$ cat src/rtl/riscv_pkg.sv
// Shared RISC-V encodings: opcodes, immediate format enum and instruction field layouts.
package riscv_pkg;

  localparam logic [6:0] OPC_LOAD      = 7'b0000011;
  localparam logic [6:0] OPC_MISC_MEM  = 7'b0001111;
  localparam logic [6:0] OPC_OP_IMM    = 7'b0010011;
  localparam logic [6:0] OPC_AUIPC     = 7'b0010111;
  localparam logic [6:0] OPC_OP_IMM_32 = 7'b0011011;
  localparam logic [6:0] OPC_STORE     = 7'b0100011;
  localparam logic [6:0] OPC_OP        = 7'b0110011;
  localparam logic [6:0] OPC_LUI       = 7'b0110111;
  localparam logic [6:0] OPC_BRANCH    = 7'b1100011;
  localparam logic [6:0] OPC_JALR      = 7'b1100111;
  localparam logic [6:0] OPC_JAL       = 7'b1101111;
  localparam logic [6:0] OPC_SYSTEM    = 7'b1110011;

  localparam logic [2:0] F3_SLL = 3'b001;
  localparam logic [2:0] F3_SRX = 3'b101;

  typedef enum logic [2:0] {
    FMT_NONE  = 3'd0,
    FMT_I     = 3'd1,
    FMT_S     = 3'd2,
    FMT_B     = 3'd3,
    FMT_U     = 3'd4,
    FMT_J     = 3'd5,
    FMT_SHAMT = 3'd6
  } imm_fmt_e;

  typedef struct packed {
    logic [11:0] imm11_0;
    logic [4:0]  rs1;
    logic [2:0]  funct3;
    logic [4:0]  rd;
    logic [6:0]  opcode;
  } i_type_t;

  typedef struct packed {
    logic [6:0] imm11_5;
    logic [4:0] rs2;
    logic [4:0] rs1;
    logic [2:0] funct3;
    logic [4:0] imm4_0;
    logic [6:0] opcode;
  } s_type_t;

  typedef struct packed {
    logic       imm12;
    logic [5:0] imm10_5;
    logic [4:0] rs2;
    logic [4:0] rs1;
    logic [2:0] funct3;
    logic [3:0] imm4_1;
    logic       imm11;
    logic [6:0] opcode;
  } b_type_t;

  typedef struct packed {
    logic [19:0] imm31_12;
    logic [4:0]  rd;
    logic [6:0]  opcode;
  } u_type_t;

  typedef struct packed {
    logic       imm20;
    logic [9:0] imm10_1;
    logic       imm11;
    logic [7:0] imm19_12;
    logic [4:0] rd;
    logic [6:0] opcode;
  } j_type_t;

  typedef union packed {
    i_type_t i;
    s_type_t s;
    b_type_t b;
    u_type_t u;
    j_type_t j;
  } instr_u;

endpackage

$ cat src/rtl/imm_decode.sv
// Combinational immediate decoder: instruction word to extended immediate, format and illegal flag.
module imm_decode
  import riscv_pkg::*;
#(
  parameter int unsigned XLEN = 32
) (
  input  logic [31:0]     instr_i,
  output logic [XLEN-1:0] imm_o,
  output imm_fmt_e        fmt_o,
  output logic            illegal_o
);

  instr_u      ins;
  logic [31:0] imm32;
  logic [5:0]  shamt;
  logic        use_shamt;
  logic        is_shift;

  assign ins      = instr_u'(instr_i);
  assign is_shift = (ins.i.funct3 == F3_SLL) || (ins.i.funct3 == F3_SRX);

  always_comb begin
    imm32     = '0;
    shamt     = '0;
    use_shamt = 1'b0;
    fmt_o     = FMT_NONE;
    illegal_o = 1'b0;
    unique case (ins.i.opcode)
      OPC_LOAD, OPC_JALR, OPC_MISC_MEM, OPC_SYSTEM: begin
        fmt_o = FMT_I;
        imm32 = {{20{ins.i.imm11_0[11]}}, ins.i.imm11_0};
      end
      OPC_OP_IMM: begin
        if (is_shift) begin
          fmt_o     = FMT_SHAMT;
          use_shamt = 1'b1;
          if (XLEN == 32) begin
            shamt     = {1'b0, instr_i[24:20]};
            illegal_o = instr_i[25];
          end else begin
            shamt = instr_i[25:20];
          end
        end else begin
          fmt_o = FMT_I;
          imm32 = {{20{ins.i.imm11_0[11]}}, ins.i.imm11_0};
        end
      end
      OPC_OP_IMM_32: begin
        if (XLEN == 32) begin
          illegal_o = 1'b1;
        end else if (is_shift) begin
          fmt_o     = FMT_SHAMT;
          use_shamt = 1'b1;
          shamt     = {1'b0, instr_i[24:20]};
          illegal_o = instr_i[25];
        end else begin
          fmt_o = FMT_I;
          imm32 = {{20{ins.i.imm11_0[11]}}, ins.i.imm11_0};
        end
      end
      OPC_STORE: begin
        fmt_o = FMT_S;
        imm32 = {{20{ins.s.imm11_5[6]}}, ins.s.imm11_5, ins.s.imm4_0};
      end
      OPC_BRANCH: begin
        fmt_o = FMT_B;
        imm32 = {{19{ins.b.imm12}}, ins.b.imm12, ins.b.imm11, ins.b.imm10_5, ins.b.imm4_1, 1'b0};
      end
      OPC_LUI, OPC_AUIPC: begin
        fmt_o = FMT_U;
        imm32 = {ins.u.imm31_12, 12'b0};
      end
      OPC_JAL: begin
        fmt_o = FMT_J;
        imm32 = {{11{ins.j.imm20}}, ins.j.imm20, ins.j.imm19_12, ins.j.imm11, ins.j.imm10_1, 1'b0};
      end
      OPC_OP: ;
      default: illegal_o = 1'b1;
    endcase
  end

  // Fill then overlay the low bits so one expression serves both XLEN=32 and 64.
  always_comb begin
    if (use_shamt) begin
      imm_o      = '0;
      imm_o[5:0] = shamt;
    end else begin
      imm_o       = {XLEN{imm32[31]}};
      imm_o[31:0] = imm32;
    end
  end

endmodule

$ cat src/rtl/imm_gen_stage.sv
// Registered immediate-generation stage with main + skid entry; in_ready is a pure register output.
module imm_gen_stage
  import riscv_pkg::*;
#(
  parameter int unsigned XLEN  = 32,
  parameter int unsigned TAG_W = 32
) (
  input  logic             clk,
  input  logic             rst,
  input  logic             flush,
  input  logic             in_valid,
  output logic             in_ready,
  input  logic [31:0]      in_instr,
  input  logic [TAG_W-1:0] in_tag,
  output logic             out_valid,
  input  logic             out_ready,
  output logic [XLEN-1:0]  out_imm,
  output logic [2:0]       out_fmt,
  output logic             out_illegal,
  output logic [TAG_W-1:0] out_tag
);

  typedef struct packed {
    logic [XLEN-1:0]  imm;
    imm_fmt_e         fmt;
    logic             illegal;
    logic [TAG_W-1:0] tag;
  } entry_t;

  entry_t main_q, main_d, skid_q, skid_d, dec_entry;
  logic   main_valid_q, main_valid_d;
  logic   skid_valid_q, skid_valid_d;
  logic   in_ready_q, in_ready_d;
  logic   accept, main_free;

  logic [XLEN-1:0] dec_imm;
  imm_fmt_e        dec_fmt;
  logic            dec_illegal;

  imm_decode #(.XLEN(XLEN)) u_decode (
    .instr_i   (in_instr),
    .imm_o     (dec_imm),
    .fmt_o     (dec_fmt),
    .illegal_o (dec_illegal)
  );

  assign dec_entry = '{imm: dec_imm, fmt: dec_fmt, illegal: dec_illegal, tag: in_tag};
  assign accept    = in_valid & in_ready_q;
  assign main_free = ~main_valid_q | out_ready;

  // in_ready_q always equals ~skid_valid_q outside reset, so accept never coincides with a full skid.
  always_comb begin
    main_d       = main_q;
    skid_d       = skid_q;
    main_valid_d = main_valid_q;
    skid_valid_d = skid_valid_q;
    if (main_free) begin
      if (skid_valid_q) begin
        main_d       = skid_q;
        main_valid_d = 1'b1;
        skid_valid_d = 1'b0;
      end else begin
        main_valid_d = accept;
        if (accept) main_d = dec_entry;
      end
    end else if (accept) begin
      skid_d       = dec_entry;
      skid_valid_d = 1'b1;
    end
    if (flush) begin
      main_valid_d = 1'b0;
      skid_valid_d = 1'b0;
    end
    in_ready_d = ~skid_valid_d;
  end

  always_ff @(posedge clk or posedge rst) begin
    if (rst) begin
      main_q       <= '0;
      skid_q       <= '0;
      main_valid_q <= 1'b0;
      skid_valid_q <= 1'b0;
      in_ready_q   <= 1'b0;
    end else begin
      main_q       <= main_d;
      skid_q       <= skid_d;
      main_valid_q <= main_valid_d;
      skid_valid_q <= skid_valid_d;
      in_ready_q   <= in_ready_d;
    end
  end

  assign in_ready    = in_ready_q;
  assign out_valid   = main_valid_q;
  assign out_imm     = main_q.imm;
  assign out_fmt     = main_q.fmt;
  assign out_illegal = main_q.illegal;
  assign out_tag     = main_q.tag;

endmodule

$ cat config.mk
export PLATFORM = sky130hd
export DESIGN_NAME = imm_gen_stage
export DESIGN_NICKNAME = d
export VERILOG_FILES = /design/src/rtl/riscv_pkg.sv /design/src/rtl/imm_decode.sv /design/src/rtl/imm_gen_stage.sv
export SDC_FILE = /design/constraint.sdc
export NUM_CORES = 1
export LEC_CHECK = 0
export CAP_MARGIN = 15
export CORE_MARGIN = 5
export CORE_UTILIZATION = 25
export DETAILED_ROUTE_END_ITERATION = 6
export GPL_TIMING_DRIVEN = 0
export MAX_ROUTING_LAYER = met4
export PLACE_DENSITY_LB_ADDON = 0.2
export REMOVE_ABC_BUFFERS = 1
export SLEW_MARGIN = 15
export SYNTH_ARGS = -nofsm -noshare
export SYNTH_HDL_FRONTEND = slang
export SYNTH_SLANG_ARGS = --single-unit
$ cat constraint.sdc
create_clock -name clk -period 9.85 [get_ports clk]
set_input_delay 0.985 -clock clk [delete_from_list [all_inputs] [get_ports clk]]
set_output_delay 0.985 -clock clk [all_outputs]
set_load 0.005 [all_outputs]
==> impl_metrics.yaml, run 1 <==
run_status:
  outcome: "finished clean"
run:
  drv_cap: 0
detailed_routing:
  drt-total-wl_microns: 18800
  detail_route.vias_per_cell: 4.56
  drc: 0
  vias: 5163
  wl_per_cell_microns: 16.6
  drt_iter0_markers: 334
  dr.pass1.iters: 4
  antenna_left: 0
clock_network:
  cts_setup_buffers: 0
  cts_root_buffer: "clkbuf_16"
  cts_hold_buf: 0
  clock-sinks: 139
  cts_buffers: 17
  path_clk_slew_ns: 0.07
  cts-resized-gates: 0
  cts_tree: "built"
  clock_path_buffers: 2
  cts_max_level: 4
  clock_latency_ns: 0.42
global_routing:
  grt.busiest_layer: "met2"
  overflow: 0
  track_usage_pct: 13.8
  grt_pass1_vias: 5365
  grt_antenna_before_repair: 0
  grt_pass1_wl_microns: 30500
  grt_max_degree: 77
  grtUsageMet2_pct: 20.6
  grtUsageMet1_pct: 19.1
  grt_use_met3_pct: 2.91
synthesis:
  ys_types: 52
  netlist_area_sq_um: 6340
  yosysWarnings: 0
  yosys_register_bits: 139
  synth_edf_count: 0
  ys_async_sr_fraction_pct: 100
  ys_seq_area_share_pct: 54.9
  syn_avg_cell_area_sq_um: 9.46
  synth_ff_type: "dfrtp_1"
  synthCells: 670
layout:
  fin_area_sq_um: 8740
  drive_gt1_share_pct: 8.24
  finalNetCount: 858
  diodes: 0
  nFillCells: 2565
  syn_to_final_growth_pct: 38.0
power_and_ir_drop:
  combPwrFrac_pct: 16.6
  p_sw_mw: 0.435
  power_frac_seq_pct: 42.2
  leakage_nw: 3.58
  switching_share_pct: 26.1
  p_clk_share_pct: 41.2
  intPower_mw: 1.23
  cellPowerDensity_nw_per_um2: 191
  vdd_drop_max_mv: 0.104
timing:
  hold_violations: 0
  worst_pin_slew_ns: 0.869
  fmax_ghz: 0.296
  rsz0062_at_grt: "no"
  finalCritPeriodShare_pct: 34.4
  final_max_slew_viol_count: 0
  setup-tns-final_ns: 0
  fin_skew_ns: 0.0157
  setup_viol: 0
  finalCriticalPeriod_ns: 3.38
  max_slew_margin_pct: 41.8
floorplanning:
  die_height_microns: 169
  core_sq_um: 25000
  num_rows: 58
  ioPinCount: 139
  dieWidth_microns: 169
  initial_utilization_pct: 25.3
  die-area_sq_um: 28600
critical_path:
  critPathBufInv: 1
  critical_path_class: "in -> reg"
  crit_family: "simple AND/OR/NAND/NOR gates"
  slowest_stage: "clkdlybuf4s50_1"
  critPathCaptureType: "flop"
  cp.arrival_ns: 3.65
  crit_cells: 6
  ff2ff_path_depth: 7
  cp.required_ns: 10.11
  cp_max_fo: 17
  setup.worst_path.start_class: "input port"
  max_stage_delay_ns: 0.88
  cp_cell_sequence: "clkdlybuf4s50_1 > nor2b_1 > o21ai_1 > a211oi_2 > nor2_1 > a21oi_1"
worst_hold_path:
  hold_class: "reg -> reg"
  min_path_cells: 2
placed_design:
  place_congestion: 0.794
  place_hpwl_microns: 12300
  port_buffers: 138
  postPlaceCellArea_sq_um: 8130
==> placed cells by master (no fill, tap or decap), types with 9 or more instances in the layout <==
master | synthesis | layout
nor3_1 | 27 | 26
nand3_1 | 10 | 9
a31oi_1 | 11 | 11
o21ai_0 | 55 | 55
dfrtp_1 | 139 | 138
clkdlybuf4s50_1 | 0 | 138
nor2_1 | 58 | 56
nand2_1 | 175 | 175
a21oi_1 | 24 | 24
clkbuf_16 | 0 | 17
a211oi_1 | 11 | 11
mux2i_1 | 32 | 32
a211oi_2 | 11 | 11
==> power by group through the flow <==
| stage | Combinational, mW | Clock (mW) | Sequential [mW] |
|---|---|---|---|
| finish | 0.277 | 0.686 | 0.704 |
| global route | 0.310 | 0.729 | 0.718 |
| CTS | 0.283 | 0.707 | 0.705 |
| detailed placement | 0.282 | 0 | 0.715 |
| global placement | 0.273 | 0 | 0.714 |
| floorplan | 0.120 | 0 | 0.711 |
==> metrics by stage <==
stage / cells / setup slack, ns / utilization [%] / hold slack [ns] / total power, mW
global placement: 1094 / 2.61 / 31.8 / 0.446 / 0.987
detailed placement: 1100 / 6.02 / 32.5 / 0.454 / 0.997
floorplan: 626 / 5.14 / - / 0.433 / 0.831
global route: 1131 / 6.26 / 34.9 / 0.492 / 1.76
CTS: 1131 / 6.47 / 34.9 / 0.469 / 1.70
finish: 1131 / 6.47 / 34.9 / 0.470 / 1.67
==> sequential cells by signal (all words and copies together), names as in the netlist <==
register and count:
skid_valid_q 1, out_illegal 1, out_fmt 3, out_imm 32, in_ready 1, out_valid 1
skid_q 68, out_tag 32
==> Yosys cell counts, types with 4 or more instances <==
| library cell | n | area share, % |
|---|---|---|
| a221oi_1 | 6 | 0.83 |
| nand3_1 | 10 | 0.79 |
| a22o_1 | 6 | 0.83 |
| nor2_1 | 58 | 3.4 |
| a31oi_1 | 11 | 1.1 |
| dfrtp_1 | 139 | 55 |
| inv_1 | 5 | 0.30 |
| clkbuf_1 | 32 | 1.9 |
| mux2i_1 | 32 | 5.1 |
| buf_2 | 7 | 0.55 |
| nor2b_1 | 5 | 0.49 |
| buf_1 | 4 | 0.24 |
| nand2_1 | 175 | 10 |
| nand2b_1 | 4 | 0.39 |
| a211oi_1 | 11 | 1.3 |
| o21ai_0 | 55 | 4.3 |
| a21oi_1 | 24 | 1.9 |
| a211oi_2 | 11 | 2.2 |
| nor3_1 | 27 | 2.1 |
==> kinds of logic (layout without fill, tap and decap cells) <==
group	count (synthesis)	in the layout	synth area share, %
buffers and inverters	50	181	3.22
flip-flops	139	139	54.9
AO/OA/AOI/OAI	151	151	16.5
multiplexers	32	32	5.05
AND/OR/NAND/NOR	298	298	20.4
==> per-layer routing <==
layer / wire length [microns] / vias up
met4: 298 / 0
li1: - / 2564
met2: 8350 / 137
met1: 9290 / 2442
met3: 811 / 20
met5: 0 / -
==> path summary, 6_finish.rpt <==
path / endpoint / slack (ns) / from
worst max-delay path: skid_q[66] / 6.47 / in_instr[4]
worst min-delay path: skid_q[47] / 0.47 / skid_q[47]
worst max register to register: out_imm[30] / 7.02 / skid_valid_q
worst min register to register: skid_q[47] / 0.47 / skid_q[47]
max in group asynchronous: skid_valid_q / 8.05 / rst
min in group asynchronous: out_tag[28] / 1.04 / rst
==> worst reg2reg max path, stage by stage (launching register included) <==
cell and delay [ns]:
dfrtp_4 0.66, buf_12 0.29, a21oi_1 0.15, nor2_4 0.22, buf_12 0.22, nand2_1 0.27, nor2_2 0.69, a211oi_1 0.19
==> layout make-up <==
| type | instances | area (sq um) | area share [%] |
|---|---|---|---|
| Inverter | 6 | 30.0 | 0.343 |
| Clock buffer | 18 | 429 | 4.91 |
| Clock inverter | 13 | 190 | 2.17 |
| Sequential cell | 139 | 3480 | 39.8 |
| Timing Repair Buffer | 144 | 1510 | 17.2 |
| Multi-Input combinational cell | 481 | 2690 | 30.8 |
| Tap cell | 330 | 413 | 4.72 |
Power figures use the tool's default switching activity.
==> inputs of run 2 (changes only) <==
clock period = 2.9 ns   (was 9.85 ns; I/O delays follow)
==> impl_metrics.yaml, run 2 (synthesis results as in run 1) <==
run_status:
  outcome: "finished clean"
detailed_routing:
  drc: 0
  drt_iter0_markers: 324
  wl_per_cell_microns: 16.6
  vias: 5172
  detail_route.vias_per_cell: 4.57
  antenna_left: 0
  dr.pass1.iters: 4
  drt-total-wl_microns: 18700
layout:
  largest_reg_flops: 68
  largest_register: "skid_q"
  drive_gt1_share_pct: 8.36
  layout_common_cells: "nand2_1, dfrtp_1, clkdlybuf4s50_1, nor2_1, o21ai_0"
  finalNetCount: 858
  fin_area_sq_um: 8750
  nFillCells: 2566
  diodes: 0
  layout_commonest_cell: "nand2_1"
  fin_util_pct: 35.0
  syn_to_final_growth_pct: 38.1
global_routing:
  overflow: 0
  grt_antenna_before_repair: 0
  grt_max_degree: 77
  track_usage_pct: 13.8
  grt_pass1_wl_microns: 30400
  grt_pass1_vias: 5369
placed_design:
  port_buffers: 138
  place_congestion: 0.794
  place_hpwl_microns: 12300
  postPlaceCellArea_sq_um: 8130
  dp_slack_ns: -0.240
critical_path:
  cp.arrival_ns: 2.88
  ff2ff_path_depth: 7
  cp_max_fo: 30
  crit_start: "skid_valid_q"
  cp_cell_sequence: "buf_12 > a21oi_1 > nor2_4 > buf_12 > nand2_1 > nor3_4 > a211oi_1"
  path_common_cell: "buf_12"
  ff2ff_setup_slack_ns: 0.29
  critPathCaptureType: "flop"
  cp.required_ns: 3.17
  worstReg2RegEnd: "out_imm[13]"
  critical_path_class: "reg -> reg"
  timing.rr.start: "skid_valid_q"
  slowest_stage: "dfrtp_4"
  endpoint: "out_imm[13]"
  crit_cells: 7
  critPathBufInv: 2
  setup.worst_path.start_class: "flop"
  crit_family: "simple AND/OR/NAND/NOR gates"
  max_stage_delay_ns: 0.66
timing:
  fmax_ghz: 0.383
  max_slew_margin_pct: 46.2
  final_max_slew_viol_count: 0
  holdWs_ns: 0.349
  finalCriticalPeriod_ns: 2.61
  rsz0062_at_grt: "no"
  finalCritPeriodShare_pct: 90.0
  hold_violations: 0
  worst_pin_slew_ns: 0.803
  fin_skew_ns: 0.0198
  setup_viol: 0
  layout_setup_ws_ns: 0.291
clock_network:
  clock-sinks: 139
  cts_max_level: 4
  clock_path_buffers: 2
  cts_buffers: 17
  path_clk_slew_ns: 0.06
  cts_setup_buffers: 0
  cts_hold_buf: 0
  cts_root_buffer: "clkbuf_16"
  clock_latency_ns: 0.42
  cts_tree: "built"
floorplanning:
  initial_utilization_pct: 25.3
  core_sq_um: 25000
  dieWidth_microns: 169
  ioPinCount: 139
  die-area_sq_um: 28600
  num_rows: 58
  die_height_microns: 169
run:
  drv_cap: 0
power_and_ir_drop:
  leakage_nw: 3.58
  vdd_drop_max_mv: 0.354
  p_total_mw: 5.66
  cellPowerDensity_nw_per_um2: 647
worst_hold_path:
  hold_class: "in -> async"
## run 2: changes by cell type in the layout (fill, tap and decap cells not counted)
| cell | change |
|---|---|
| nor2_4 | +1 |
| nor2_1 | -1 |
## run 2: how the worst min path moves through the flow
stage | start | endpoint | slack (ns)
after floorplan | flush | out_valid | 0.35
after global placement | skid_q[47] | skid_q[47] | 0.45
after detailed placement | skid_q[47] | skid_q[47] | 0.45
after CTS | rst | out_tag[26] | 0.37
after global routing | rst | out_tag[26] | 0.38
final | rst | out_tag[28] | 0.35
## run 2: area by class of cell
class,count,area [sq um],share of cell area (%)
clock buffers,18,429,4.90
repair buffers,144,1510,17.2
clock inverters,13,190,2.17
well taps,330,413,4.72
multi-input cells,481,2700,30.9
flip-flops and latches,139,3480,39.8
inverters,6,30.0,0.343
## run 2: power breakdown
group,switching [mW],internal (mW)
logic,0.443,0.498
registers,0.154,2.24
clock network,0.881,1.45
## run 2: routing by layer
layer	up-vias	track usage (%)	part of all wire, %
met1	2449	19.0	50
met5	-	-	0
li1	2565	-	-
met4	0	3.96	1.6
met2	135	20.5	44
met3	23	3.00	4.4
## run 2: per-stage QoR
stage	std cells	setup TNS, ns
finish	1131	0
global route	1131	0
CTS	1131	0
detailed placement	1100	-4.55
global placement	1094	-857.38
floorplan	626	-200.38
## run 2: repair_timing
action | CTS | global route
resized for setup | 1 | 1
hold endpoints to repair | 0 | 0
setup endpoints to repair | 11 | 5
==> inputs of run 3 (changes only) <==
CAP_MARGIN = 5   (was 15)
RECOVER_POWER = 25   (was not set)
SLEW_MARGIN = 25   (was 15)
==> impl_metrics.yaml, run 3 (synthesis results as in run 1) <==
run_status:
  outcome: "finished with violations"
  violations: "max-capacitance violations, max-slew violations"
global_routing:
  grt_antenna_before_repair: 0
  track_usage_pct: 13.8
  grt_pass1_vias: 5304
  overflow: 0
  grt_max_degree: 77
  grt_pass1_wl_microns: 30400
detailed_routing:
  drc: 0
  dr.pass1.iters: 4
  drt_iter0_markers: 326
  antenna_left: 0
  detail_route.vias_per_cell: 4.54
  wl_per_cell_microns: 16.6
  vias: 5156
  drt-total-wl_microns: 18800
timing:
  max_slew_margin_pct: -16.3
  worst_pin_slew_ns: 1.75
  fin_skew_ns: 0.0132
  fmax_ghz: 0.365
  finalCritPeriodShare_pct: 94.3
  finalCriticalPeriod_ns: 2.74
  setup_viol: 0
  final_max_slew_viol_count: 76
  layout_setup_ws_ns: 0.164
  hold_violations: 0
layout:
  syn_to_final_growth_pct: 38.3
  layout.cells.non_filler: 1135
  diodes: 0
  largest_register: "skid_q"
  drive_gt1_share_pct: 8.82
  largest_reg_flops: 68
  layout_common_cells: "nand2_1, dfrtp_1, clkdlybuf4s50_1, nor2_1, o21ai_0"
  layout_commonest_cell: "nand2_1"
  finalNetCount: 861
floorplanning:
  core_sq_um: 25000
  die-area_sq_um: 28600
  ioPinCount: 139
  dieWidth_microns: 169
  initial_utilization_pct: 25.3
  die_height_microns: 169
  num_rows: 58
critical_path:
  timing.rr.start: "skid_valid_q"
  critPathCaptureType: "flop"
  crit_start: "in_instr[4]"
  ff2ff_setup_slack_ns: 0.19
  cp_max_fo: 17
  worstReg2RegEnd: "out_imm[13]"
  cp.required_ns: 3.17
  ff2ff_path_depth: 8
  setup.worst_path.start_class: "input port"
  endpoint: "skid_q[56]"
  critical_path_class: "in -> reg"
  cp.arrival_ns: 3.01
clock_network:
  clock_path_buffers: 2
  cts_tree: "built"
  clock-sinks: 139
  cts_max_level: 4
  cts_hold_buf: 0
  cts_buffers: 17
  path_clk_slew_ns: 0.07
  clock_latency_ns: 0.42
  cts_root_buffer: "clkbuf_16"
placed_design:
  dp.cells: 1100
  dp_slack_ns: -0.257
  port_buffers: 138
  place_congestion: 0.794
  place_hpwl_microns: 12600
worst_hold_path:
  min_from: "in_tag[16]"
  hold_class: "in -> reg"
  min_path_cells: 3
power_and_ir_drop:
  leakage_nw: 3.59
  vdd_drop_max_mv: 0.256
  cellPowerDensity_nw_per_um2: 632
run:
  drv_cap: 1
==> run 3: timing repair <==
item,4_1_cts,5_1_grt
endpoints found under the setup margin,11,8
pin swaps,1,1
setup buffers,1,2
resized for setup,1,0
==> run 3: stage by stage <==
stage	TNS [ns]	utilization [%]	hold slack, ns	total power [mW]	cell area [sq um]
6_report	0	35.0	0.432	5.54	8770
5_1_grt	-0.0143	35.0	0.416	5.86	8770
4_1_cts	0	35.0	0.334	5.65	8750
3_5_place_dp	-4.88	32.5	0.452	3.39	8140
3_3_place_gp	-857.38	31.8	0.446	3.35	7950
2_1_floorplan	-200.38	-	0.353	2.82	6160
==> run 3: final cells by class <==
class | count | area, sq um
Inverter | 6 | 26.3
Clock inverter | 14 | 151
Timing Repair Buffer | 147 | 1550
Clock buffer | 18 | 439
Tap cell | 330 | 413
Sequential cell | 139 | 3480
Multi-Input combinational cell | 481 | 2700
Fill cell | 2592 | 16300
==> run 3: layer usage <==
layer	routed length, microns	global-route usage [%]
met1	9400	19.2
met2	8420	20.8
met3	779	2.84
met4	197	3.57
met5	0	-
==> run 3: how the worst min path moves through the flow <==
stage                   to  slack [ns]
6_report        skid_q[16]        0.43
2_1_floorplan    out_valid        0.35
3_3_place_gp    skid_q[47]        0.45
3_5_place_dp    skid_q[47]        0.45
5_1_grt         skid_q[23]        0.42
4_1_cts        out_tag[26]        0.33
==> run 3: critical path, cell delays in order <==
cell and delay, ns:
clkdlybuf4s50_1 0.88, nor2b_1 0.24, o21ai_1 0.53, a211oi_2 0.21
nor2_1 0.70, a21oi_1 0.15
==> run 3: report_power, final <==
group	internal [mW]	leakage, nW	switching (mW)
Combinational	0.508	1.56	0.445
Clock	1.24	0.285	0.957
Sequential	2.24	1.74	0.154
